### src/rtl/cpe142_pkg.sv
// Shared CPE142 definitions: opcodes, funct codes, ALUOp and pc_src encodings, control states.
package cpe142_pkg;

  localparam int unsigned OPC_W   = 4;
  localparam int unsigned FUNCT_W = 4;

  localparam logic [OPC_W-1:0] OPC_TYPEA = 4'b0000;
  localparam logic [OPC_W-1:0] OPC_LW    = 4'b1000;
  localparam logic [OPC_W-1:0] OPC_SW    = 4'b1011;
  localparam logic [OPC_W-1:0] OPC_BLT   = 4'b0100;
  localparam logic [OPC_W-1:0] OPC_BGT   = 4'b0101;
  localparam logic [OPC_W-1:0] OPC_BEQ   = 4'b0110;
  localparam logic [OPC_W-1:0] OPC_JMP   = 4'b1100;
  localparam logic [OPC_W-1:0] OPC_HALT  = 4'b1111;

  localparam logic [FUNCT_W-1:0] FUNCT_MUL = 4'b0001;
  localparam logic [FUNCT_W-1:0] FUNCT_DIV = 4'b0010;

  localparam logic [1:0] OP_TYPEA = 2'b00;
  localparam logic [1:0] OP_TYPEB = 2'b10;
  localparam logic [1:0] OP_TYPEC = 2'b01;

  localparam logic [1:0] PC_SRC_INC    = 2'b00;
  localparam logic [1:0] PC_SRC_BRANCH = 2'b01;
  localparam logic [1:0] PC_SRC_JUMP   = 2'b10;

  typedef enum logic [3:0] {
    S_START   = 4'd0,
    S_FETCH   = 4'd1,
    S_DECODE  = 4'd2,
    S_EXEC    = 4'd3,
    S_MD_WAIT = 4'd4,
    S_MEM     = 4'd5,
    S_WB      = 4'd6,
    S_BRANCH  = 4'd7,
    S_HALT    = 4'd8
  } state_e;

  function automatic logic is_cond_branch(input logic [OPC_W-1:0] op);
    return (op == OPC_BLT) || (op == OPC_BGT) || (op == OPC_BEQ);
  endfunction

endpackage

### src/rtl/main_control_fsm.sv
// Multi-cycle main control unit: sequences fetch/decode/execute/memory/write-back
// and drives datapath enables, ALUOp and mul/div / memory hand-shakes.
module main_control_fsm
  import cpe142_pkg::*;
#(
  parameter int unsigned OPW = 4,
  parameter int unsigned FW  = 4
) (
  input  logic           clk,
  input  logic           rst_n,
  input  logic [OPW-1:0] opcode,
  input  logic [FW-1:0]  funct,
  input  logic           alu_done,
  input  logic           mem_ready,
  input  logic           branch_taken,
  output logic           ir_write,
  output logic           pc_write,
  output logic [1:0]     pc_src,
  output logic           ALUOp1,
  output logic           ALUOp0,
  output logic           alu_src_b,
  output logic           alu_start,
  output logic           mem_read,
  output logic           mem_write,
  output logic           reg_write,
  output logic           mem_to_reg,
  output logic           halted,
  output logic           illegal
);

  state_e state_q, state_d;
  logic   halted_q, halted_d;
  logic   illegal_q, illegal_d;
  logic [1:0] aluop_c;

  logic [OPC_W-1:0]   op_c;
  logic [FUNCT_W-1:0] fn_c;
  logic is_typea_c, is_lw_c, is_sw_c, is_mem_c, is_md_c, is_jmp_c, is_br_c, is_halt_c;

  assign op_c       = OPC_W'(opcode);
  assign fn_c       = FUNCT_W'(funct);
  assign is_typea_c = (op_c == OPC_TYPEA);
  assign is_lw_c    = (op_c == OPC_LW);
  assign is_sw_c    = (op_c == OPC_SW);
  assign is_mem_c   = is_lw_c || is_sw_c;
  assign is_md_c    = is_typea_c && ((fn_c == FUNCT_MUL) || (fn_c == FUNCT_DIV));
  assign is_jmp_c   = (op_c == OPC_JMP);
  assign is_br_c    = is_cond_branch(op_c);
  assign is_halt_c  = (op_c == OPC_HALT);

  always_ff @(posedge clk or negedge rst_n) begin
    if (!rst_n) begin
      state_q   <= S_START;
      halted_q  <= 1'b0;
      illegal_q <= 1'b0;
    end else begin
      state_q   <= state_d;
      halted_q  <= halted_d;
      illegal_q <= illegal_d;
    end
  end

  // Next-state logic; the status flags are set on entry to HALT and only reset clears them.
  always_comb begin
    state_d   = state_q;
    halted_d  = halted_q;
    illegal_d = illegal_q;
    case (state_q)
      S_START:  state_d = S_FETCH;
      S_FETCH:  state_d = S_DECODE;
      S_DECODE: begin
        if (is_typea_c || is_mem_c) begin
          state_d = S_EXEC;
        end else if (is_br_c || is_jmp_c) begin
          state_d = S_BRANCH;
        end else begin
          state_d  = S_HALT;
          halted_d = 1'b1;
          if (!is_halt_c) illegal_d = 1'b1;
        end
      end
      S_EXEC: begin
        if (is_mem_c)     state_d = S_MEM;
        else if (is_md_c) state_d = S_MD_WAIT;
        else              state_d = S_WB;
      end
      S_MD_WAIT: if (alu_done) state_d = S_WB;
      S_MEM:     if (mem_ready) state_d = is_lw_c ? S_WB : S_FETCH;
      S_WB:      state_d = S_FETCH;
      S_BRANCH:  state_d = S_FETCH;
      S_HALT:    state_d = S_HALT;
      default:   state_d = S_START;
    endcase
  end

  // Moore output decoder; only pc_write in BRANCH looks at a live input.
  always_comb begin
    ir_write   = 1'b0;
    pc_write   = 1'b0;
    pc_src     = PC_SRC_INC;
    aluop_c    = OP_TYPEB;
    alu_src_b  = 1'b0;
    alu_start  = 1'b0;
    mem_read   = 1'b0;
    mem_write  = 1'b0;
    reg_write  = 1'b0;
    mem_to_reg = 1'b0;
    case (state_q)
      S_START: aluop_c = OP_TYPEA;
      S_FETCH: begin
        ir_write = 1'b1;
        pc_write = 1'b1;
      end
      S_EXEC: begin
        aluop_c   = is_mem_c ? OP_TYPEB : OP_TYPEA;
        alu_src_b = is_mem_c;
        alu_start = is_md_c;
      end
      S_MD_WAIT: aluop_c = OP_TYPEA;
      S_MEM: begin
        alu_src_b = 1'b1;
        mem_read  = is_lw_c;
        mem_write = is_sw_c;
      end
      S_WB: begin
        reg_write  = 1'b1;
        mem_to_reg = is_lw_c;
      end
      S_BRANCH: begin
        aluop_c = OP_TYPEC;
        if (is_jmp_c) begin
          pc_src   = PC_SRC_JUMP;
          pc_write = 1'b1;
        end else begin
          pc_src   = PC_SRC_BRANCH;
          pc_write = branch_taken;
        end
      end
      default: ;
    endcase
  end

  assign ALUOp1  = aluop_c[1];
  assign ALUOp0  = aluop_c[0];
  assign halted  = halted_q;
  assign illegal = illegal_q;

endmodule
### config.mk
export PLATFORM = sky130hd
export DESIGN_NAME = main_control_fsm
export DESIGN_NICKNAME = d
export VERILOG_FILES = /design/src/rtl/cpe142_pkg.sv /design/src/rtl/main_control_fsm.sv
export SDC_FILE = /design/constraint.sdc
export NUM_CORES = 1
export LEC_CHECK = 0
export BUFFER_PORTS_ARGS = -buffer_cell sky130_fd_sc_hd__buf_4
export CORE_UTILIZATION = 45
export DETAILED_ROUTE_END_ITERATION = 12
export PLACE_DENSITY = 0.77
export SETUP_SLACK_MARGIN = 0.15
export SLEW_MARGIN = 20
export SYNTH_ARGS = -nofsm -noshare
export SYNTH_HDL_FRONTEND = slang
export SYNTH_SLANG_ARGS = --single-unit
### constraint.sdc
create_clock -name clk -period 2.1 [get_ports clk]
set_input_delay 0.42 -clock clk [delete_from_list [all_inputs] [get_ports clk]]
set_output_delay 0.42 -clock clk [all_outputs]
set_load 0.01 [all_outputs]
== After elaboration in Yosys (flattened, before gate mapping) ==
Cells that the tools add are included.

* $lt $le $gt $ge: 0
* Shift operators: 0
* $add $sub $neg: 0
* Bitwise operators: 3
* Multiplexer cells: 21
* Divide/modulo/power cells: 0
* Reductions and logical operators: 14
* Multiply operators: 0
* Equal/unequal tests: 19

{| class="wikitable"
|+ Operators by type and width
! kind !! count
|-
| $eq 4x3->1 const B || 7
|-
| $pmux 4 s7 || 1
|-
| $eq 4x4->1 const B || 5
|-
| $mux 4 || 4
|-
| $eq 4x2->1 const B || 3
|-
| $mux 2 || 5
|-
| $eq 4x1->1 const B || 2
|-
| $logic_not 4->1 || 2
|-
| $mux 1 || 7
|-
| $logic_or 1x1->1 || 6
|-
| $pmux 2 s3 || 1
|-
| $ne 2x2->1 const B || 2
|-
| $pmux 1 s2 || 2
|-
| $reduce_and 4->1 || 1
|-
| $mux 3 || 1
|-
| $not 1->1 || 3
|-
| $reduce_and 3->1 || 1
|-
| $reduce_or 3->1 || 1
|-
| $reduce_and 2->1 || 1
|-
| $reduce_or 2->1 || 1
|-
| $logic_and 1x1->1 || 1
|}

* Latch bits: 0
* Memories: 0
* Memory bits (writable): 0
* Bits in read-only memories: 0
* Register bits after elaboration: 6

== Longest topological paths before layout ==
* Word-level depth: 7
* Mapped depth: 5
* Depth with buffers taken out: 4

== Worst setup path after synthesis ==
No wires, ideal clock.

* Kind: input -> register
* From: input port opcode[2]
* To: register state_q[1]
* Data required time: 2.018 ns
* Path slack: 0.161 ns
* Data arrival time: 1.857 ns
* Stages: 5
* Cells stage by stage: buf_2 > or4b_4 > and3_4 > or4_1 > a31oi_1

* Word-level cells in the longest chain between the ends: 7
* Elaborated cells between the ends (all ways): 20
* Those cells by class: eq/ne: 6; mux: 7; reduce/logical: 7

{| class="wikitable"
|+ Ends and longest elaborated chain
! element !! line !! text
|-
| start, declared || main_control_fsm.sv:11 || <nowiki>input logic [OPW-1:0] opcode,</nowiki>
|-
| $eq 4x3->1 || cpe142_pkg.sv:40 || <nowiki>return (op == OPC_BLT) || (op == OPC_BGT) || (op == OPC_BEQ);</nowiki>
|-
| $logic_or 1x1->1 (2 in a row) || cpe142_pkg.sv:40 ||
|-
| $logic_or 1x1->1 || main_control_fsm.sv:74 || <nowiki>end else if (is_br_c || is_jmp_c) begin</nowiki>
|-
| $mux 4 || main_control_fsm.sv:74 ||
|-
| $mux 4 || main_control_fsm.sv:72 || <nowiki>if (is_typea_c || is_mem_c) begin</nowiki>
|-
| $pmux 4 s7 * || main_control_fsm.sv:68 || <nowiki>case (state_q)</nowiki>
|-
| end signal, assigned || main_control_fsm.sv:57 || <nowiki>state_q <= state_d;</nowiki>
|-
| end, declared || main_control_fsm.sv:31 || <nowiki>state_e state_q, state_d;</nowiki>
|}

Every way passes the cells marked *; elsewhere a longest branch is shown, timed or not. The select of a mux whose other input is x is not followed.
A chain may end at the register's enable or synchronous reset.

== Final worst setup path ==
* From: register state_q[1]
* To: output port ALUOp1

* Word-level cells in the longest chain between the ends: 3
* Elaborated cells between the ends (all ways): 6
* Those cells by class: eq/ne: 3; mux: 1; reduce/logical: 2

{| class="wikitable"
|+ Ends and longest elaborated chain
! element !! line !! text
|-
| $eq 4x3->1 or $logic_not 4->1 (tied branches) || main_control_fsm.sv:108 || <nowiki>case (state_q)</nowiki>
|-
| $reduce_or 2->1 (no source line) || -- ||
|-
| $pmux 2 s3 * || main_control_fsm.sv:108 ||
|-
| end, declared || main_control_fsm.sv:19 || <nowiki>output logic ALUOp1,</nowiki>
|}

Every way passes the cells marked *; elsewhere a longest branch is shown, timed or not.

==> qor.log <==
[logic_synthesis] number of nets produced by synthesis 95
[placed_design] Placed Area 781 um^2
[logic_synthesis] Cells after Synth 82
[clock_network] Setup Buffers After CTS 0
[critical_path] Setup crit start kind flop
[clock_network] htree depth 1
[placed_design] total half-perimeter wirelength after legalization and detailed placement 1080 um
[logic_synthesis] post-synthesis simple-gate area fraction 43.0%
[status] status finished clean
[logic_synthesis] dominant combinational cell family by area after synthesis simple AND/OR/NAND/NOR gates
[logic_synthesis] Cell variety after synth 30
[floorplanning] core area 1170 um^2
[logic_synthesis] sequential share of the synthesized area 25.2%
[global_routing] number of antenna violations at the first check in global routing 0
[critical_path] type of the worst setup path flop to output port
[min_path] Hold WC Path Type flop to flop
[floorplanning] IO Pins 27
[global_routing] global routing usage summed across all routing layers 20.2%
[global_routing] GR Util met3 3.49%
[logic_synthesis] multiplexer share of the synthesized area 0%
[critical_path] critical path data required time 1680 ps
[logic_synthesis] Post-Synthesis Cell Area 597 um^2
[routing] routed vias 669
[clock_network] CTS Sinks 6
[routing] average detailed-routed wire length per instance 11.9 um
[global_routing] pin count of the biggest net entering global routing 16
[timing] fin. max-slew vios 0
[floorplanning] area enclosed by the die boundary 1480 um^2
[global_routing] GRT met2 Usage 34.3%
[timing] Period Utilization, post-route 88.9%
[logic_synthesis] adder-cell share of the synthesized area 0%
[logic_synthesis] synthesis warning total 0
[timing] total negative slack for setup checks 0 ps
[clock_network] deepest clock path buffer count 2
[logic_synthesis] mean instance size in the synthesized netlist 7.28 um^2
[cells_and_area] FILL cells 116
[cells_and_area] Finished Core Util 70.4%
[power_and_ir_drop] worst ir drop on vdd 0.767 mV
[routing] DRC viols 0
[cells_and_area] synth-to-layout area growth 38.2%
[floorplanning] site row count 12
[floorplanning] chip height 38.4 um
[logic_synthesis] Synth Area in XOR/XNOR 2.94%
[timing] Relative slew margins 66.1%
[cells_and_area] summed area of non-filler cells in the final layout 825 um^2
[clock_network] Clk Tree Root Cell sky130_fd_sc_hd__clkbuf_4
[clock_network] clk_lat worst skew 240 ps
[timing] Period minus WS final 1870 ps
[power_and_ir_drop] leakage power 0.358 nW
[global_routing] total global routing overflow 0
[routing] Iter 0 DRT Violations 15
[flow_run] max_cap viols 0
[cells_and_area] proportion of layout cells with a drive suffix above 1 39.6%
[timing] unrepaired setup endpoints after global routing false
[global_routing] wire length of the first global-routing pass 2150 um
[floorplanning] width of the chip 38.4 um
[routing] final antenna-violating net count 0
[timing] Max Freq 536 MHz
[timing] number of failing setup endpoints in the final timing report 0
[logic_synthesis] fraction of the mapped netlist area in compound gates 22.2%
[timing] final hold violations 0
[placed_design] routability cong. 0.879
[routing] total length of routed wires 1430 um
[timing] Worst Tran Pin Value 501 ps
[global_routing] GR peak layer met2
[cells_and_area] count of inserted antenna diode cells 0
[critical_path] worst endpoint data arrival time 1450 ps
[global_routing] Global Route met1 Usage 27.5%
[clock_network] clock transition at the register clock pins on the worst setup and hold paths after CTS 50 ps
[cells_and_area] area of the multi-input gates 415 um^2
[timing] final clock skew 2.89 ps
[timing] final hold slack 469 ps
[logic_synthesis] flip-flop and latch count after synthesis 6
[cells_and_area] Reg area 153 um^2
[clock_network] TritonCTS clock tree done
[critical_path] highest fanout seen on the critical path 15
[critical_path] type of element capturing the critical path output port
[power_and_ir_drop] total power density per cell area 1000 nW/um^2
[routing] average via count per standard cell 5.58
[floorplanning] initial core utilization 51.0%
[cells_and_area] nets 121
[routing] length of the first detailed-routing pass in iterations 4
[clock_network] number of CTS-inserted buffers 3
[placed_design] number of I/O port buffers 26
[global_routing] vias in the first global route 539
-- cell type report --
class	count	share of cell area [%]
well taps	14	2.12
repair buffers	28	25.8
multi-input cells	68	50.4
inverters	1	0.455
clock buffers	3	2.73
flip-flops and latches	6	18.5
-- metrics by stage --
stage	cells	worst slack (ps)	total power, mW
6_report	120	234	0.826
3_3_place_gp	116	101	0.694
5_1_grt	120	147	0.897
4_1_cts	120	178	0.817
3_5_place_dp	116	50.2	0.700
2_1_floorplan	82	161	0.548
-- repair_timing --
action                     4_1_cts  5_1_grt
setup endpoints to repair        1        8
gates resized for setup          1        3
hold buffers                     1        0
hold endpoints to repair         6        0
-- path summary, 6_finish.rpt --
kind | endpoint | cells after the start | start | slack (ps)
worst max-delay path | ALUOp1 | 4 | state_q[1]$_DFFE_PN0P_ | 230
worst min-delay path | illegal$_DFFE_PN0P_ | 1 | illegal$_DFFE_PN0P_ | 470
worst max register to register | state_q[0]$_DFFE_PN0P_ | 4 | state_q[1]$_DFFE_PN0P_ | 470
worst min register to register | illegal$_DFFE_PN0P_ | 1 | illegal$_DFFE_PN0P_ | 470
max in group asynchronous | state_q[2]$_DFFE_PN0P_ | 2 | rst_n | 1450
min in group asynchronous | state_q[1]$_DFFE_PN0P_ | 2 | rst_n | 530
-- synth_stat cells, drive strengths merged --
library cell | n | share of area [%]
nor4b | 3 | 4.4
nand3 | 5 | 4.2
clkbuf | 4 | 2.5
or4b | 1 | 2.3
or2 | 2 | 2.1
xor2 | 2 | 2.9
o21bai | 1 | 1.3
nand2 | 6 | 3.8
nor3 | 3 | 2.5
o311ai | 1 | 1.5
nand3b | 1 | 1.3
a21bo | 1 | 1.7
inv | 1 | 0.63
a31o | 2 | 2.9
dfrtp | 6 | 25
nor4 | 1 | 1.0
o21ai | 3 | 2.5
o21a | 2 | 2.5
a21oi | 8 | 6.7
and3 | 1 | 1.9
nor2 | 11 | 6.9
nor2b | 4 | 4.2
a31oi | 3 | 3.1
or4 | 1 | 1.3
nand2b | 4 | 4.2
nand4b | 1 | 1.5
buf | 3 | 3.6
or3b | 1 | 1.5
-- power by group --
part           switching [mW]  internal, mW
clock network          0.0409        0.0646
logic                   0.200         0.243
registers               0.116         0.161
-- metal layers --
metal | up-vias | part of all wire (%)
li1 | 347 | -
met1 | 296 | 44
met2 | 26 | 50
met3 | 0 | 5.7
met4 | 0 | 0
met5 | - | 0
-- registers in the layout (all words and copies together), names as in the netlist --
signal   cells
illegal      1
state_q      4
halted       1
-- worst max-delay path, cell delays in order (launching register included) --
cell                      delay [ps]
sky130_fd_sc_hd__dfrtp_1         520
sky130_fd_sc_hd__or2_2           360
sky130_fd_sc_hd__a21oi_1         130
sky130_fd_sc_hd__nand2_1          70
sky130_fd_sc_hd__buf_4           140
-- kinds of logic (layout without fill, tap and decap cells) --
group	Yosys count	count (layout)
buf+inv	8	32
flops	6	6
compound gates	21	21
xor+xnor	2	2
simple gates	45	45
-- placed cells by master, fill, tap and decap left out --
cell type / count
sky130_fd_sc_hd__buf_4: 27
sky130_fd_sc_hd__nor2_1: 11
sky130_fd_sc_hd__a21oi_1: 8
sky130_fd_sc_hd__nand2_1: 6
sky130_fd_sc_hd__nand3_1: 5
sky130_fd_sc_hd__nand2b_1: 4
sky130_fd_sc_hd__dfrtp_1: 4
sky130_fd_sc_hd__a31oi_1: 3
sky130_fd_sc_hd__nor2b_1: 3
sky130_fd_sc_hd__nor3_1: 3
sky130_fd_sc_hd__clkbuf_4: 3
sky130_fd_sc_hd__xor2_1: 2
sky130_fd_sc_hd__or2_2: 2
sky130_fd_sc_hd__o21ai_0: 2
sky130_fd_sc_hd__nor4b_1: 2
sky130_fd_sc_hd__o21a_1: 2
sky130_fd_sc_hd__a31o_2: 2
sky130_fd_sc_hd__dfrtp_2: 2
sky130_fd_sc_hd__nor4b_2: 1
sky130_fd_sc_hd__nor2b_2: 1
sky130_fd_sc_hd__inv_1: 1
sky130_fd_sc_hd__or4b_4: 1
sky130_fd_sc_hd__nand3b_1: 1
sky130_fd_sc_hd__o21bai_1: 1
sky130_fd_sc_hd__nand4b_1: 1
sky130_fd_sc_hd__nor4_1: 1
sky130_fd_sc_hd__and3_4: 1
sky130_fd_sc_hd__a21bo_2: 1
sky130_fd_sc_hd__o21ai_1: 1
sky130_fd_sc_hd__o311ai_0: 1
sky130_fd_sc_hd__or3b_2: 1
sky130_fd_sc_hd__or4_1: 1
sky130_fd_sc_hd__dlygate4sd3_1: 1
(Power assumes the default switching activity.)
